===== config.mk =====
export PLATFORM = sky130hd
export DESIGN_NAME = if1_inst_queue
export DESIGN_NICKNAME = d
export VERILOG_FILES = /design/src/rtl/if1_inst_queue_pkg.sv /design/src/rtl/if1_inst_queue.sv
export SDC_FILE = /design/constraint.sdc
export NUM_CORES = 1
export LEC_CHECK = 0
export ABC_AREA = 1
export CORE_ASPECT_RATIO = 0.8
export CORE_MARGIN = 2
export CORE_UTILIZATION = 45
export CTS_BUF_LIST = sky130_fd_sc_hd__clkbuf_16
export DETAILED_ROUTE_END_ITERATION = 16
export GPL_ROUTABILITY_DRIVEN = 0
export GPL_TIMING_DRIVEN = 0
export PLACE_DENSITY = 0.73
export SLEW_MARGIN = 5
export SYNTH_ARGS = -nofsm -noshare
export SYNTH_HDL_FRONTEND = slang
export SYNTH_SLANG_ARGS = --single-unit

===== constraint.sdc =====
create_clock -name clk -period 12 [get_ports clk]
set_input_delay 1.2 -clock clk [delete_from_list [all_inputs] [get_ports clk]]
set_output_delay 1.2 -clock clk [all_outputs]
set_load 0.02 [all_outputs]

===== src/rtl/if1_inst_queue_pkg.sv =====
// Shared definitions for the IF1 instruction queue: CPU word width and pointer helper.
package if1_inst_queue_pkg;

  localparam int WORD = 32;

  function automatic int unsigned ptr_next(input int unsigned ptr, input int unsigned depth);
    if (ptr == depth - 32'd1) begin
      ptr_next = 32'd0;
    end else begin
      ptr_next = ptr + 32'd1;
    end
  endfunction

endpackage


===== src/rtl/if1_inst_queue.sv =====
// IF1 instruction queue: buffers fetched {pc, inst} pairs between IF1 and ID,
// with flush, early fetch stall and sticky overflow reporting.
module if1_inst_queue
  import if1_inst_queue_pkg::*;
#(
  parameter int DEPTH = 4,
  parameter int DW    = WORD,
  localparam int PW   = $clog2(DEPTH),
  localparam int CW   = PW + 1
) (
  input  logic          clk,
  input  logic          rst,
  input  logic          flush,
  input  logic          in_valid,
  input  logic [DW-1:0] in_pc,
  input  logic [DW-1:0] in_inst,
  output logic          in_ready,
  output logic          fetch_stall,
  output logic          out_valid,
  output logic [DW-1:0] out_pc,
  output logic [DW-1:0] out_inst,
  input  logic          out_ready,
  output logic [CW-1:0] count,
  output logic          overflow_err
);

  logic [PW-1:0] rd_ptr_q, rd_ptr_d;
  logic [PW-1:0] wr_ptr_q, wr_ptr_d;
  logic [CW-1:0] count_q, count_d;
  logic          overflow_q, overflow_d;
  logic [DW-1:0] pc_mem_q   [DEPTH];
  logic [DW-1:0] inst_mem_q [DEPTH];
  logic          push_s, pop_s;

  // Handshakes depend on registered occupancy only, so a pop never frees a slot for a same-cycle push.
  assign in_ready     = (count_q != CW'(DEPTH));
  assign out_valid    = (count_q != {CW{1'b0}});
  assign fetch_stall  = (count_q >= CW'(DEPTH - 2));
  assign count        = count_q;
  assign overflow_err = overflow_q;
  assign push_s       = in_valid && in_ready && !flush;
  assign pop_s        = out_valid && out_ready && !flush;

  // Next-state for pointers, occupancy and the sticky overflow flag.
  always_comb begin
    rd_ptr_d   = rd_ptr_q;
    wr_ptr_d   = wr_ptr_q;
    count_d    = count_q;
    overflow_d = overflow_q | (in_valid && !in_ready && !flush);
    if (flush) begin
      rd_ptr_d = {PW{1'b0}};
      wr_ptr_d = {PW{1'b0}};
      count_d  = {CW{1'b0}};
    end else begin
      if (push_s) begin
        wr_ptr_d = PW'(ptr_next(32'(wr_ptr_q), 32'(DEPTH)));
      end else begin
        wr_ptr_d = wr_ptr_q;
      end
      if (pop_s) begin
        rd_ptr_d = PW'(ptr_next(32'(rd_ptr_q), 32'(DEPTH)));
      end else begin
        rd_ptr_d = rd_ptr_q;
      end
      case ({push_s, pop_s})
        2'b10:   count_d = count_q + CW'(1);
        2'b01:   count_d = count_q - CW'(1);
        default: count_d = count_q;
      endcase
    end
  end

  // Control state register with synchronous active-low reset.
  always_ff @(posedge clk) begin
    if (!rst) begin
      rd_ptr_q   <= {PW{1'b0}};
      wr_ptr_q   <= {PW{1'b0}};
      count_q    <= {CW{1'b0}};
      overflow_q <= 1'b0;
    end else begin
      rd_ptr_q   <= rd_ptr_d;
      wr_ptr_q   <= wr_ptr_d;
      count_q    <= count_d;
      overflow_q <= overflow_d;
    end
  end

  // Entry storage; written only on an accepted push, never reset.
  always_ff @(posedge clk) begin
    if (rst && push_s) begin
      pc_mem_q[wr_ptr_q]   <= in_pc;
      inst_mem_q[wr_ptr_q] <= in_inst;
    end
  end

  // Head entry presented to ID, forced to zero while empty.
  always_comb begin
    out_pc   = {DW{1'b0}};
    out_inst = {DW{1'b0}};
    if (out_valid) begin
      out_pc   = pc_mem_q[rd_ptr_q];
      out_inst = inst_mem_q[rd_ptr_q];
    end else begin
      out_pc   = {DW{1'b0}};
      out_inst = {DW{1'b0}};
    end
  end

endmodule


-- Yosys cells after proc, flatten, opt, wreduce, memory -nomap -nowiden
Memory sizes are Yosys's and may differ from the RTL's. A register that Yosys moved wholly into a read port is not among the register bits.
Cells that the tools add are included.
- RAM bits: 256
- bits in registers: 8
- memories kept: 2
- logic and storage cells: 41
- output and inout bits: 71
- bitwise operators: 2
- reductions and logical operators: 12
- multiplexer cells: 11
- eq/ne operators: 5
- add/sub/neg operators: 4
- magnitude comparators: 1
- memory list (name ; depth ; bits a word ; rd ports ; clocked after Yosys merged registers in ; write ports ; RTL line ; RTL):
    inst_mem_q ; 4 ; 32 ; 1 ; 1 ; 1 ; if1_inst_queue.sv:32 ; logic [DW-1:0] inst_mem_q [DEPTH];
    pc_mem_q ; 4 ; 32 ; 1 ; 1 ; 1 ; if1_inst_queue.sv:31 ; logic [DW-1:0] pc_mem_q [DEPTH];
- operators by type and width (operator ; number):
    2-to-1 mux 32 bit ; 2
    2-to-1 mux 2 bit ; 6
    logical AND 1 bit ; 7
    equality test 2 bit, second input constant ; 3
    one-hot mux 3 bit (2 select lines) ; 1
    adder 2 x 1 -> 2 bit, second input constant ; 2
    adder 3 x 1 -> 3 bit, second input constant ; 1
    >= comparator 3 x 2 -> 1 bit, second input constant ; 1
    != test 3 bit, second input constant ; 1
    nonzero test 3 bit ; 1
    subtractor 3 x 1 -> 3 bit, second input constant ; 1
    equality test 2 x 1 -> 1 bit, second input constant ; 1
    logical NOT 1 bit ; 2
    2-to-1 mux 1 bit ; 2
    nonzero test 2 bit ; 1
    OR reduction 2 bit ; 1
    NOT 1 bit ; 1
    bitwise OR 1 bit ; 1

-- Depth between registers and ports, before layout
- word-level depth: 6
- depth in mapped cells: 13
- depth with buffers taken out: 13

-- Worst setup path before layout
Ideal clock, no wire load.
- path type: input to register
- start point: in in_valid
- end point: mem inst_mem_q[0][0] (netlist bit) (enable)
- arrival: 4209 ps
- cell stages on the path: 4
- path slack: 7304 ps
- path buffers: 0
- cells stage by stage: inv_1 -> nor2_1 -> nand3_1 -> nor2_1
- word-level cells in the longest chain between the ends: 5
- ends and longest elaborated chain (element ; RTL line ; RTL):
    start, declared ; if1_inst_queue.sv:14 ; input logic in_valid,
    logical AND 1 bit (2 in series) ; if1_inst_queue.sv:41 ; assign push_s = in_valid && in_ready && !flush;
    logical AND 1 bit ; if1_inst_queue.sv:90 ; if (rst && push_s) begin
    2-to-1 mux 1 bit ; if1_inst_queue.sv:90 ;
    2-to-1 mux 1 bit (not written as such) ; if1_inst_queue.sv:92 ; inst_mem_q[wr_ptr_q] <= in_inst;
    end, declared ; if1_inst_queue.sv:32 ;
Every way passes these cells.

==> summary by stage <==
Clock network
After clock tree synthesis, the setup repair step added 0 buffers. CTS built an H-tree with a depth of 1. The clock transition at the registers of the reported paths is 0.06 ns. The CTS root buffer is sky130_fd_sc_hd__clkbuf_16. TritonCTS built the clock tree.

The number of sinks driven by the clock tree is 266. The post-cts repair resize count is 0. The post-cts hold buffer count is 0.

For the worst-skew pair, the clock arrives at the later sink with an insertion delay of ~0.52 ns. The number of clock buffers added by TritonCTS is 26. The maximum number of buffers from clock root to sink is 3.

Pwr
The portion of total power attributed to sequential cells is 0.536. Of the total power, the clock network draws 0.402. The total power per unit cell area is between 100 and 150 nW/µm².

The maximum vdd ir drop is around 0.00013 V. The leakage component of the power is around 4.9 nW. The share of total power dissipated in combinational logic is 0.063.

The power dissipated by switching net loads is a little under 0.4 mW. The switching power as a share of total power is 0.2044. The internal power is 1.529 mW.

Worst setup path
The worst endpoint required time is roughly 11 ns. Counting both buffers and inverters, the worst setup path holds a total of 4. The worst setup path is launched from a flop. Along the worst path, the maximum fanout reaches 10. Traced cell by cell, the critical path runs through inv_1, buf_2, clkbuf_1, nand2_1, a21oi_1, clkdlybuf4s50_1. The kind of cell with the highest combined delay along the critical path is buffers and inverters. STA classifies the critical path endpoint as a primary output. The worst register-to-register path has a depth of 5. The signal arrival time at the worst endpoint is about 2.7 ns. The biggest cell delay along the critical path is about 0.65 ns.

The critical path class is flop to primary output. The worst register-to-register path has a setup slack of about 9.8 ns. In this run the number of cells on the critical path is 6. The slowest library cell on the worst path is sky130_fd_sc_hd__clkdlybuf4s50_1.

Route
The routed via count is about 7000. The number of DRC markers in iteration 0 is 629. The detailed-routing iteration count for the pre-antenna-repair pass is 5. Dividing the detail-routed wire length by the instance count gives about 17 µm. After detailed routing, the total wire length is about 24000 µm. In the routed design, unresolved DRC markers number 0.

The detailed-route vias per instance is 5.008. In this run the remaining antenna-violating nets after routing total 0.

Timing
The total setup violations reported at the end of the flow is 0. Dividing the final minimum period by the clock period gives 0.3221. Static timing analysis puts the maximum clock frequency at ~0.26 GHz. The worst setup margin is approximately 8 ns.

For the final routed database, the setup TNS stands at 0 ns. Setup repair after global routing left no endpoint under its margin. Across the routed clock network, the largest skew measured is between 0.015 and 0.02 ns. For the pin with the worst max-slew slack, the measured transition is 0.7491 ns. The count of final max-slew check failures was 0.

In this run the tightest slew margin relative to its limit is 0.4994. The total count of hold-check failures in the final report was 0. Subtracting the final worst setup slack from the clock period gives roughly 3.9 ns. The tightest hold path in the finished design has a slack of between 0.4 and 0.5 ns.

Floorplan
The area of the die is between 20000 and 25000 µm². The total I/O pin count is 140. The standard cell core area is approximately 23000 µm². For this configuration, the core starts out at a cell density of 0.4564. The floorplan die width is between 150 and 200 µm.

Measured along the y axis, the die boundary spans between 100 and 150 µm. In this run the core area contains 50 standard-cell rows.

Layout
The area growth from synthesis to layout is 26.34%. In the final layout, the multi-input gates occupy between 2000 and 2500 µm². The combined flip-flop and latch cell area is 7888 µm². The layout filler cell count is 1845. The net count of the finished layout is approximately 1200. The fraction of layout instances using a drive strength above 1 is 0.07777. 0 antenna diodes ended up in the layout. The finished layout holds between 1000 and 1500 standard cells, fillers aside. Measured on the finished design, the core utilization comes to 0.5766.

Synthesis
Counting every instance in the synthesized netlist gives 900. After synthesis the netlist holds a flip-flop and latch count of 266. Each instance of the synthesized netlist takes up on average 11.83 µm². Counting distinct cell types in the post-synthesis netlist gives 19.

The cell area after synthesis is approximately 11000 µm². The leading area contributor after synthesis is sky130_fd_sc_hd__edfxtp_1. Of the post-synthesis cell area, the dominant cell type holds 0.7219. The share of the Yosys chip area taken by registers is 0.7407. Ranked by total cell area, the synthesized netlist is headed by sky130_fd_sc_hd__edfxtp_1, sky130_fd_sc_hd__nand2_1, sky130_fd_sc_hd__nor2_1.

The count of synthesis-stage warnings from yosys is 0. The number of nets in the synthesized netlist is 976.

Hold path
In this run the worst hold path is classified as flop to flop. The worst hold path was traced through 2 stages.

Outcome
The run finished with clean final reports.

Placed design
Buffers placed on the I/O ports in this run total ~140. Summed over all nets, the half-perimeter wirelength after detailed placement is around 15000 µm. The total placed cells including tap cells is 1359. The pre-CTS setup slack is between 8 and 9 ns.

Global route
The global-route wire length before repair is around 36000 µm. The maximum number of pins on one net before global-route repair is 31. Summed over all layers, the global routing overflow is 0. The number of antenna violations at the first check in global routing is 1. The total global-route track usage is 0.1898.

The via count of the first global-routing pass is between 6000 and 7000.

Run
Max-cap violations in this run came to 0.
[stage by stage]
step                      total power [mW]  instance area [µm²]
after detailed placement             1.170                12640
after floorplan                      1.100                10650
after global routing                 1.987                13450
after global placement               1.167                12430
after CTS                            1.938                13450
final                                1.923                13450
[power groups by stage]
| stage | sequential [mW] | combinational [mW] | clock, mW |
|---|---|---|---|
| after CTS | 1.03 | 0.121 | 0.787 |
| after floorplan | 1.05 | 0.0493 | 0 |
| final | 1.03 | 0.120 | 0.772 |
| after global routing | 1.03 | 0.130 | 0.826 |
| after detailed placement | 1.05 | 0.120 | 0 |
| after global placement | 1.05 | 0.115 | 0 |
[sequential cells by signal, indices dropped and copies added, names as in the netlist, named ones only]
name and count:
count 3, inst_mem_q 128, overflow_err 1, pc_mem_q 128
rd_ptr_q 2, wr_ptr_q 2
[worst reg2reg max path: stages, from the launching register on]
cell and delay, ns:
sky130_fd_sc_hd__dfxtp_1 0.39, sky130_fd_sc_hd__nor2_1 0.09, sky130_fd_sc_hd__nand2_1 0.10, sky130_fd_sc_hd__nand3_1 0.33, sky130_fd_sc_hd__nor2_4 0.71, sky130_fd_sc_hd__buf_12 0.30
[per-layer routing]
layer,part of all wire,wire length [µm],GRT usage,up-vias
met5,0,0,0,-
met4,0.0086,202,0.03045,0
met3,0.080,1889,0.04019,21
met2,0.47,11090,0.3110,285
met1,0.44,10370,0.2683,3322
li1,-,-,-,3408
[worst paths after layout]
| kind | startpoint | endpoint |
|---|---|---|
| worst max register to register | count[0]$_SDFFE_PP0P_ | inst_mem_q[0][28]$_DFFE_PP_ |
| worst min register to register | overflow_err$_SDFF_PN0_ | overflow_err$_SDFF_PN0_ |
| worst max-delay path | flop | out_pc[1] |
| worst min-delay path | overflow_err$_SDFF_PN0_ | overflow_err$_SDFF_PN0_ |
[cells in the mapped netlist]
master and n:
sky130_fd_sc_hd__inv_1 20, sky130_fd_sc_hd__nand3_1 3, sky130_fd_sc_hd__fa_1 1, sky130_fd_sc_hd__inv_2 2, sky130_fd_sc_hd__dfxtp_1 10, sky130_fd_sc_hd__nand4_1 1, sky130_fd_sc_hd__buf_4 14, sky130_fd_sc_hd__o21ai_0 62
sky130_fd_sc_hd__clkbuf_1 11, sky130_fd_sc_hd__nand3b_1 1, sky130_fd_sc_hd__o21ai_1 4, sky130_fd_sc_hd__buf_1 2, sky130_fd_sc_hd__buf_2 12, sky130_fd_sc_hd__ha_1 6, sky130_fd_sc_hd__nor2_1 146, sky130_fd_sc_hd__buf_6 9
sky130_fd_sc_hd__edfxtp_1 256, sky130_fd_sc_hd__a21oi_1 68, sky130_fd_sc_hd__nand2_1 272
[kinds of logic (layout without fill, tap and decap cells)]
group,count (synthesis),after routing,synth area share
and+or+nand+nor,423,423,0.1500
DFF,266,266,0.7407
AOI/OAI and AO/OA,134,134,0.06298
buffers and inverters,70,263,0.03736
adders and majority gates,7,7,0.008930
[cell usage in the layout, fill, tap and decap left out, drive strengths merged]
cell type      count
nor2             146
inv               25
clkdlybuf4s50    139
nand3b             1
edfxtp           256
buf               45
fa                 1
bufinv             2
dfxtp             10
o21ai             66
nand3              3
nand2            272
clkinv            13
nand4              1
clkbuf            38
a21oi             68
clkinvlp           1
ha                 6
[layout make-up]
| type | instances | share of cell area |
|---|---|---|
| buffer | 48 | 0.02344 |
| inverter | 22 | 0.006138 |
| timing repair buffer | 147 | 0.1164 |
| multi-input combinational | 564 | 0.1779 |
| tap | 312 | 0.02902 |
| sequential | 266 | 0.5863 |
| clock buffer | 27 | 0.05022 |
| clock inverter | 19 | 0.01060 |
Power figures use the tool's default switching activity.
